<file path="config.mk">
export PLATFORM = sky130hd
export DESIGN_NAME = blink_bank
export DESIGN_NICKNAME = d
export VERILOG_FILES = /design/src/rtl/blink_bank.sv
export SDC_FILE = /design/constraint.sdc
export NUM_CORES = 1
export LEC_CHECK = 0
export ABC_AREA = 1
export CAP_MARGIN = 20
export CORE_MARGIN = 5
export CORE_UTILIZATION = 30
export CTS_BUF_LIST = sky130_fd_sc_hd__clkbuf_16
export DETAILED_ROUTE_END_ITERATION = 16
export PLACE_DENSITY = 0.54
export SETUP_SLACK_MARGIN = 0.05
export SYNTH_ARGS = -nofsm -noshare
export SYNTH_HDL_FRONTEND = slang
export SYNTH_SLANG_ARGS = --single-unit
</file>
<file path="constraint.sdc">
create_clock -name clk_i -period 3.1 [get_ports clk_i]
set_input_delay 0.62 -clock clk_i [delete_from_list [all_inputs] [get_ports clk_i]]
set_output_delay 0.62 -clock clk_i [all_outputs]
set_load 0.02 [all_outputs]
</file>
<file path="src/rtl/blink_bank.sv">
// blink_bank: NUM_CH independent LED blink/strobe generators with runtime mode and
// period per channel, one-shot pulses and a global phase sync for blinking channels.
module blink_bank #(
  parameter int          NUM_CH         = 4,
  parameter int          CNT_W          = 32,
  parameter int unsigned DEFAULT_PERIOD = 133333333,
  localparam int         CH_W           = (NUM_CH > 1) ? $clog2(NUM_CH) : 1
) (
  input  logic                  clk_i,
  input  logic                  rst_i,
  // Config port: cfg_we_i is a one-cycle write strobe that is always accepted
  // (no ready/backpressure); addresses >= NUM_CH are silently dropped.
  input  logic                  cfg_we_i,
  input  logic [CH_W-1:0]       cfg_ch_i,
  input  logic [1:0]            cfg_mode_i,
  input  logic [CNT_W-1:0]      cfg_period_i,
  input  logic                  sync_i,
  output logic [NUM_CH-1:0]     led_o,
  output logic [NUM_CH-1:0]     strb_o,
  output logic [2*NUM_CH-1:0]   mode_o
);

  typedef enum logic [1:0] {
    MODE_OFF     = 2'd0,
    MODE_ON      = 2'd1,
    MODE_BLINK   = 2'd2,
    MODE_ONESHOT = 2'd3
  } mode_e;

  localparam logic [CNT_W-1:0] RST_PERIOD = CNT_W'(DEFAULT_PERIOD);

  mode_e              mode_q   [NUM_CH];
  mode_e              mode_d   [NUM_CH];
  logic [CNT_W-1:0]   period_q [NUM_CH];
  logic [CNT_W-1:0]   period_d [NUM_CH];
  logic [CNT_W-1:0]   cnt_q    [NUM_CH];
  logic [CNT_W-1:0]   cnt_d    [NUM_CH];
  logic [NUM_CH-1:0]  led_q;
  logic [NUM_CH-1:0]  led_d;
  logic [NUM_CH-1:0]  strb_q;
  logic [NUM_CH-1:0]  strb_d;
  logic [NUM_CH-1:0]  wr_hit;

  // Equality against each in-range index means out-of-range addresses never hit.
  always_comb begin
    for (int k = 0; k < NUM_CH; k++) begin
      wr_hit[k] = cfg_we_i && (cfg_ch_i == CH_W'(k));
    end
  end

  // Per-channel mode FSM; priority: write > sync > normal mode behaviour.
  always_comb begin
    for (int k = 0; k < NUM_CH; k++) begin
      mode_d[k]   = mode_q[k];
      period_d[k] = period_q[k];
      cnt_d[k]    = cnt_q[k];
      led_d[k]    = led_q[k];
      strb_d[k]   = 1'b0;
      if (wr_hit[k]) begin
        mode_d[k]   = mode_e'(cfg_mode_i);
        period_d[k] = cfg_period_i;
        cnt_d[k]    = cfg_period_i;
        led_d[k]    = (cfg_mode_i == MODE_ON) || (cfg_mode_i == MODE_ONESHOT);
      end else if (sync_i && (mode_q[k] == MODE_BLINK)) begin
        cnt_d[k] = period_q[k];
        led_d[k] = 1'b0;
      end else begin
        unique case (mode_q[k])
          MODE_OFF: begin
            led_d[k] = 1'b0;
            cnt_d[k] = period_q[k];
          end
          MODE_ON: begin
            led_d[k] = 1'b1;
            cnt_d[k] = period_q[k];
          end
          MODE_BLINK: begin
            if (cnt_q[k] == '0) begin
              cnt_d[k]  = period_q[k];
              strb_d[k] = 1'b1;
              led_d[k]  = ~led_q[k];
            end else begin
              cnt_d[k] = cnt_q[k] - CNT_W'(1);
            end
          end
          MODE_ONESHOT: begin
            if (cnt_q[k] == '0) begin
              cnt_d[k]  = period_q[k];
              strb_d[k] = 1'b1;
              led_d[k]  = 1'b0;
              mode_d[k] = MODE_OFF;
            end else begin
              cnt_d[k] = cnt_q[k] - CNT_W'(1);
              led_d[k] = 1'b1;
            end
          end
          default: begin
            mode_d[k] = MODE_OFF;
          end
        endcase
      end
    end
  end

  always_ff @(posedge clk_i) begin
    if (rst_i) begin
      for (int k = 0; k < NUM_CH; k++) begin
        mode_q[k]   <= MODE_BLINK;
        period_q[k] <= RST_PERIOD;
        cnt_q[k]    <= RST_PERIOD;
      end
      led_q  <= '0;
      strb_q <= '0;
    end else begin
      for (int k = 0; k < NUM_CH; k++) begin
        mode_q[k]   <= mode_d[k];
        period_q[k] <= period_d[k];
        cnt_q[k]    <= cnt_d[k];
      end
      led_q  <= led_d;
      strb_q <= strb_d;
    end
  end

  always_comb begin
    for (int k = 0; k < NUM_CH; k++) begin
      mode_o[2*k +: 2] = mode_q[k];
    end
  end

  assign led_o  = led_q;
  assign strb_o = strb_q;

endmodule

</file>
==> impl_metrics.json, run 1 <==
{
  "period_minus_slack_ns": 2.476,
  "cts-resized-gates": 0,
  "fin_setup_tns_ns": 0,
  "clockPowerShare": 0.427,
  "die_w_um": 225.5,
  "syn_nets": 2146,
  "grt_max_degree": 54,
  "cts_tree": "done",
  "final_cell_mix": "501 x nand2_1, 291 x inv_1, 287 x nor2_1",
  "finalClockSkew_ns": 0.02239,
  "required_ns": 2.48,
  "drv_slew": 0,
  "cts_buffer_depth": 3,
  "antennaDiodeCount": 0,
  "cts_root_buf": "clkbuf_16",
  "path_buf_inv": 1,
  "die_y_um": 225.5,
  "routed_wl_um": 44650,
  "ys_seq_area_frac": 0.3908,
  "setup_viol": 0,
  "power_switching_mw": 2.491,
  "worstSetupPathType": "reg2out",
  "cp_slowest_cell": "clkdlybuf4s50_1",
  "rows": 79,
  "crit_path_start_kind": "flop",
  "outcome": "finished, final reports clean",
  "grt_pass1_wl_um": 70520,
  "area_growth_pct": 16.10,
  "fmax_ghz": 0.4038,
  "slowest_delay_ns": 0.73,
  "port_buffers": 55,
  "drt_iter0_drc": 945,
  "syn_inst": 2098,
  "p_per_area_mw_per_mm2": 544.6,
  "p_int_mw": 6.319,
  "synth_edf_count": 0,
  "antenna_found_initial": 1,
  "htreeDepth": 1,
  "core_area_sq_mm": 0.04626,
  "final_layout_size_suffix_gt1_frac": 0.08245,
  "cts.sinks": 272,
  "crit_fanout": 7,
  "p_comb_frac": 0.135,
  "crit_path_cell_trace": "clkdlybuf4s50_1",
  "start_util": 0.3012,
  "dr.pass1.iters": 7,
  "wl_per_cell_um": 16.07,
  "numCtsBuffers": 30,
  "final_common_cell": "nand2_1",
  "seqPwrFrac": 0.437,
  "worst_ep_arrival_time_ns": 1.86,
  "vias": 13252,
  "grt-ovfl-total": 0,
  "postSynth.asyncResetShare": 0,
  "hold_class": "reg2reg",
  "path_delay_family": "buffers and inverters",
  "leakage_nw": 7.065,
  "io_pins": 56,
  "synth_seq_cells": 272,
  "grt_pass1_vias": 12669,
  "synth-main-ff-cell": "dfxtp_1",
  "slew_headroom": 0.4447,
  "gp_congestion": 0.9151,
  "drv_cap": 0,
  "dp_hpwl_um": 33270,
  "fillCellCount": 5115,
  "postCtsSetupBuffers": 0,
  "drc": 0,
  "fp.dieArea_sq_mm": 0.05085,
  "netSwitchingFraction": 0.2827,
  "worst_pin_slew_ns": 0.8321,
  "synth_area_sq_mm": 0.01393,
  "period_share": 0.7988,
  "rsz0062_at_grt": "no",
  "synth_cell_type_count": 41,
  "synth_warnings": 0,
  "worst_setup_path_end_kind": "output pin",
  "grt_usage": 0.1735,
  "syn_avg_cell_area_sq_um": 6.641,
  "hold_violations": 0,
  "ctsHoldBuffers": 0,
  "clkLatencyLatePin_ns": 0.58,
  "power_mw": 8.810,
  "viasPerCell": 4.770,
  "irDropWorstVdd_mv": 0.4481,
  "path_clk_slew_ns": 0.06,
  "nNetsFinal": 2195,
  "postRouteAntennaNets": 0
}
[worst register-to-register path, cell delays in order, from the launching register on]
cell      delay, ns
dfxtp_1        0.38
inv_1          0.11
ha_1           0.23
nand3b_1       0.10
nor2_1         0.06
nand4_2        0.18
nand2_2        0.27
o21ai_0        0.55
nand2_1        0.11
[stage by stage]
step	instances	instance area, sq um	hold slack, ns	setup slack, ns	utilization
floorplan	2098	13930	0.4168	1.377	-
CTS	2778	16180	0.4479	0.5916	0.3497
global route	2778	16180	0.4712	0.5997	0.3497
global placement	2722	15150	0.4273	0.3319	0.3275
finish	2778	16180	0.4472	0.6238	0.3497
detailed placement	2722	15150	0.4307	0.3027	0.3275
[cell families (layout without fill, tap and decap cells)]
kind of cell	count (synthesis)	count (layout)	synth area share
buf+inv	374	447	0.1079
flops	272	272	0.3908
compound gates	312	312	0.1220
simple gates	1055	1055	0.3237
fa+ha+maj	8	8	0.007185
xor+xnor	77	77	0.04841
[cell type report]
| cell class | count | area [sq um] | share of cell area |
|---|---|---|---|
| repair buffers | 77 | 775.7 | 0.04796 |
| flip-flops and latches | 272 | 5445 | 0.3366 |
| clock inverters | 25 | 251.5 | 0.01555 |
| well taps | 607 | 759.5 | 0.04695 |
| inverters | 314 | 1179 | 0.07287 |
| multi-input cells | 1452 | 6989 | 0.4321 |
| clock buffers | 31 | 775.7 | 0.04796 |
[power by group through the flow]
stage	sequential [mW]	combinational, mW	clock [mW]
after detailed placement	3.93	1.19	0
after global routing	3.88	1.34	3.99
after floorplan	3.89	0.801	0
after CTS	3.85	1.20	3.85
final	3.85	1.19	3.76
after global placement	3.93	1.18	0
[state kept, by name, summed over array words and instances (netlist names)]
name / flops
cnt_q: 128
led_o: 4
mode_q: 8
period_q: 128
strb_o: 4
[synthesized netlist by cell type, drive strengths merged, types with 27 or more instances]
master	count	area, sq um
buf	38	241.5
dfxtp	272	5445
inv	314	1179
nor3	27	156.4
nand4	30	193.9
nand3	152	795.8
xnor2	30	262.8
nand2	507	1923
nor2	326	1351
a21oi	125	708.2
xor2	47	411.6
o21ai	165	833.3
[path summary, 6_finish.rpt]
kind	from	endpoint	slack [ns]	depth (start not counted)
worst max-delay path	mode_q[0][1]	mode_o[1]	0.62	1
worst min-delay path	period_q[1][24]	period_q[1][24]	0.45	2
worst min register to register	period_q[1][24]	period_q[1][24]	0.45	2
worst max register to register	cnt_q[2][0]	cnt_q[2][17]	0.96	8
[per-layer routing]
layer | GRT usage | up-vias | wire, um
met2 | 0.2753 | 358 | 19400
met4 | 0.04666 | 2 | 1419
met1 | 0.2465 | 6122 | 21410
met5 | 0 | - | 13
met3 | 0.02683 | 78 | 2410
li1 | - | 6692 | -
Note: power is estimated with default switching activity, not from simulation.
==> inputs of run 2 (changes only) <==
Clock period 3.1 ns to 2.4 ns, I/O delays scaled along.
==> impl_metrics.json, run 2 (synthesized netlist as in run 1, its figures left out) <==
{
  "htreeDepth": 1,
  "postCtsSetupBuffers": 0,
  "wl_met1_um": 21490,
  "met2RoutedLength_um": 19650,
  "cts_buffer_depth": 3,
  "reg_top3": "cnt_q: 128 flops, period_q: 128 flops, mode_q: 8 flops",
  "setup_viol": 0,
  "nNetsFinal": 2231,
  "io_pins": 56,
  "irDropWorstVdd_mv": 0.5545,
  "dr.pass1.iters": 5,
  "antenna_found_initial": 0,
  "grt_max_degree": 83,
  "rsz0062_at_grt": "no",
  "gp_congestion": 0.9008,
  "area_growth_pct": 18.21,
  "instances_no_fill": 2813,
  "period_minus_slack_ns": 2.192,
  "top_layer_used": "met4",
  "numCtsBuffers": 30,
  "fmax_ghz": 0.4561,
  "final_common_cell": "nand2_1",
  "port_buffers": 55,
  "reg2reg_to": "cnt_q[1][24]",
  "dpl_cell_area_sq_mm": 0.01546,
  "p_comb_frac": 0.144,
  "rrSetupSlack_ns": 0.31,
  "core_area_sq_mm": 0.04626,
  "routed_wl_um": 45510,
  "grt-ovfl-total": 0,
  "p_per_area_mw_per_mm2": 691.9,
  "hold_class": "in2reg",
  "final_cell_mix": "501 x nand2_1, 290 x inv_1, 286 x nor2_1",
  "dr_wl_met3_um": 2702,
  "crit_fanout": 6,
  "cts.sinks": 272,
  "start_util": 0.3012,
  "crit_path_start_kind": "flop",
  "worst_pin_slew_ns": 0.6978,
  "clockPowerShare": 0.419,
  "hold_slack_ns": 0.4171,
  "grt_pass1_wl_um": 71480,
  "drv_cap": 0,
  "hp-start": "rst_i",
  "reg2reg_from": "cnt_q[1][12]",
  "required_ns": 1.92,
  "path_buf_inv": 1,
  "worst_ep_arrival_time_ns": 1.71,
  "hold_violations": 0,
  "hold_depth": 4,
  "cp_slowest_cell": "clkdlybuf4s50_1",
  "cts_tree": "done",
  "leakage_nw": 7.257,
  "outcome": "finished, final reports clean",
  "fp.dieArea_sq_mm": 0.05085,
  "slew_headroom": 0.5348,
  "slowest_delay_ns": 0.66,
  "seqPwrFrac": 0.437,
  "vias": 13230,
  "path_delay_family": "buffers and inverters",
  "holdPathEnd": "cnt_q[1][16]",
  "wl_per_cell_um": 16.18,
  "p_int_mw": 8.211,
  "netSwitchingFraction": 0.2794,
  "postRouteAntennaNets": 0,
  "dp_cells": 2758,
  "power_mw": 11.40,
  "viasPerCell": 4.703,
  "antennaDiodeCount": 0,
  "period_share": 0.9134,
  "die_y_um": 225.5,
  "post-place-ws_ns": -0.1313,
  "drt_iter0_drc": 965,
  "clkLatencyLatePin_ns": 0.57,
  "path_clk_slew_ns": 0.06,
  "cts_root_buf": "clkbuf_16",
  "die_w_um": 225.5,
  "grt_usage": 0.1766,
  "drv_slew": 0,
  "power_switching_mw": 3.184,
  "crit_path_cell_trace": "clkdlybuf4s50_1",
  "worst_slack_ns": 0.2077,
  "drc": 0,
  "dp_hpwl_um": 33960,
  "finalClockSkew_ns": 0.01085,
  "ctsHoldBuffers": 0,
  "fin_area_sq_mm": 0.01647,
  "ff2ff_path_depth": 9,
  "worstSetupPathType": "reg2out",
  "grt_pass1_vias": 12779,
  "final_layout_size_suffix_gt1_frac": 0.09837,
  "cts-resized-gates": 1,
  "worst_setup_path_end_kind": "output pin",
  "rows": 79
}
==> run 2: cell type report <==
type / count / area [sq um]
Multi-Input combinational cell: 1452 / 6992
Timing Repair Buffer: 113 / 1084
Clock buffer: 31 / 775.7
Clock inverter: 24 / 234.0
Inverter: 314 / 1179
Tap cell: 607 / 759.5
Sequential cell: 272 / 5446
Fill cell: 5028 / 29790
==> run 2: routing by layer <==
layer  vias to the layer above  track usage
met5                         -            0
met4                         0      0.05642
met3                        85      0.03348
met2                       332       0.2769
met1                      6049       0.2460
li1                       6764            -
==> run 2: power groups by stage <==
stage | sequential, mW | combinational [mW] | clock, mW
2_1_floorplan | 5.03 | 1.03 | 0
3_3_place_gp | 5.07 | 1.61 | 0
3_5_place_dp | 5.07 | 1.63 | 0
4_1_cts | 4.97 | 1.64 | 4.89
5_1_grt | 5.00 | 1.84 | 5.08
6_report | 4.98 | 1.64 | 4.78
==> run 2: worst max-delay path by stage <==
stage | from | to | depth (start not counted) | slack [ns]
final | mode_q[3][1] | mode_o[7] | 1 | 0.21
after global routing | mode_q[3][1] | mode_o[7] | 1 | 0.12
after CTS | mode_q[1][1] | mode_o[3] | 2 | 0.18
after detailed placement | sync_i | cnt_q[1][1] | 8 | -0.13
after global placement | cfg_ch_i[1] | cnt_q[0][8] | 10 | -0.1
after floorplan | rst_i | cnt_q[3][2] | 7 | 0.82
==> run 2: through the flow <==
| step | setup TNS [ns] | util |
|---|---|---|
| after floorplan | 0 | - |
| after CTS | 0 | 0.3560 |
| after detailed placement | -2.578 | 0.3341 |
| after global routing | 0 | 0.3560 |
| final | 0 | 0.3560 |
| after global placement | -1.760 | 0.3341 |
==> inputs of run 3 (changes only) <==
Settings changed: CORE_UTILIZATION 30 to 45, HOLD_SLACK_MARGIN set to 0.02, PLACE_DENSITY 0.54 to 0.71.
Clock period 2.4 ns to 2.7 ns, I/O delays scaled along.
==> impl_metrics.json, run 3 (synthesized netlist as in run 1, its figures left out) <==
{
  "outcome": "finished, final reports clean",
  "hold_slack_ns": 0.4423,
  "vias": 13314,
  "dr.pass1.iters": 5,
  "crit_path_end": "mode_o[3]",
  "drt_iter0_drc": 916,
  "numCtsBuffers": 29,
  "fp.dieArea_sq_mm": 0.03458,
  "die_y_um": 186.0,
  "antenna_found_initial": 1,
  "routed_wl_um": 41850,
  "drc": 0,
  "setup_viol": 0,
  "hold_violations": 0,
  "leakage_nw": 7.125,
  "hold_class": "in2reg",
  "path_clk_slew_ns": 0.06,
  "irDropWorstVdd_mv": 0.5420,
  "rsz0062_at_grt": "no",
  "grt_max_degree": 99,
  "fin_area_sq_mm": 0.01595,
  "cts_root_buf": "clkbuf_16",
  "dp_cells": 2525,
  "crit_fanout": 8,
  "io_pins": 56,
  "rrSetupSlack_ns": 0.66,
  "htreeDepth": 1,
  "cts_buffer_depth": 3,
  "grt_pass1_wl_um": 65560,
  "required_ns": 2.16,
  "final_cell_mix": "501 x nand2_1, 296 x inv_1, 287 x nor2_1",
  "postCtsSetupBuffers": 0,
  "viasPerCell": 5.164,
  "grt-ovfl-total": 0,
  "p_per_area_mw_per_mm2": 614.6,
  "clkLatencyLatePin_ns": 0.56,
  "cts.sinks": 272,
  "nNetsFinal": 2208,
  "die_w_um": 186.0,
  "period_share": 0.8500,
  "dp_hpwl_um": 30870,
  "dpl_cell_area_sq_mm": 0.01501,
  "crit_path_start_kind": "flop",
  "ctsHoldBuffers": 0,
  "postRouteAntennaNets": 0,
  "crit_cells": 1,
  "instances_no_fill": 2578,
  "area_growth_pct": 14.49,
  "fmax_ghz": 0.4357,
  "slew_headroom": 0.6199,
  "reg2reg_from": "cnt_q[0][0]",
  "cts_tree": "done",
  "reg_top3": "cnt_q: 128 flops, period_q: 128 flops, mode_q: 8 flops",
  "final_core_util": 0.5214,
  "startpoint": "mode_q[1][1]",
  "drv_slew": 0,
  "gp_congestion": 0.9933,
  "fillCellCount": 3076,
  "post-place-ws_ns": 0.1275,
  "worst_ep_arrival_time_ns": 1.76,
  "rows": 64,
  "path_buf_inv": 1,
  "wl_per_cell_um": 16.23,
  "path_delay_family": "buffers and inverters",
  "final_common_cell": "nand2_1",
  "core_area_sq_mm": 0.03059,
  "crit_path_cell_trace": "clkdlybuf4s50_1",
  "worst_slack_ns": 0.4050,
  "grt_pass1_vias": 12626,
  "ff2ff_path_depth": 10,
  "cts-resized-gates": 0,
  "start_util": 0.4555,
  "period_minus_slack_ns": 2.295,
  "finalClockSkew_ns": 0.01514,
  "final_layout_size_suffix_gt1_frac": 0.08570,
  "slowest_delay_ns": 0.68,
  "drv_cap": 0,
  "grt_usage": 0.2380,
  "worstSetupPathType": "reg2out",
  "power_mw": 9.803,
  "worst_setup_path_end_kind": "output pin",
  "cp_slowest_cell": "clkdlybuf4s50_1",
  "reg2reg_to": "cnt_q[0][14]",
  "worst_pin_slew_ns": 0.5696,
  "antennaDiodeCount": 0,
  "port_buffers": 55,
  "fin_setup_tns_ns": 0
}
run 3: area by class of cell:
cell class | count | area, sq um | share of cell area
Tap cell | 396 | 495.5 | 0.03106
Multi-Input combinational cell | 1452 | 6989 | 0.4382
Clock buffer | 29 | 725.7 | 0.04550
Timing Repair Buffer | 91 | 905.9 | 0.05679
Clock inverter | 24 | 210.2 | 0.01318
Sequential cell | 272 | 5445 | 0.3414
Inverter | 314 | 1179 | 0.07389
run 3: power by group:
part	switching, mW	internal [mW]
clock	1.66	2.32
sequential	0.181	4.25
combinational	0.908	0.485
total	2.75	7.05
run 3: how the worst min path moves through the flow:
| stage | startpoint | end | slack, ns | cells past startpoint |
|---|---|---|---|---|
| floorplan | period_q[2][15] | period_q[2][15] | 0.42 | 2 |
| finish | rst_i | mode_q[2][1] | 0.44 | 3 |
| global route | rst_i | mode_q[2][1] | 0.46 | 3 |
| global placement | period_q[1][4] | period_q[1][4] | 0.42 | 2 |
| CTS | rst_i | cnt_q[3][6] | 0.43 | 3 |
| detailed placement | period_q[2][21] | period_q[2][21] | 0.43 | 2 |
run 3: routing by layer:
metal  routed length [um]  track usage
met5                   13            0
met2                18230       0.3751
met1                18890       0.3242
met4                 1933      0.09822
met3                 2779      0.04026
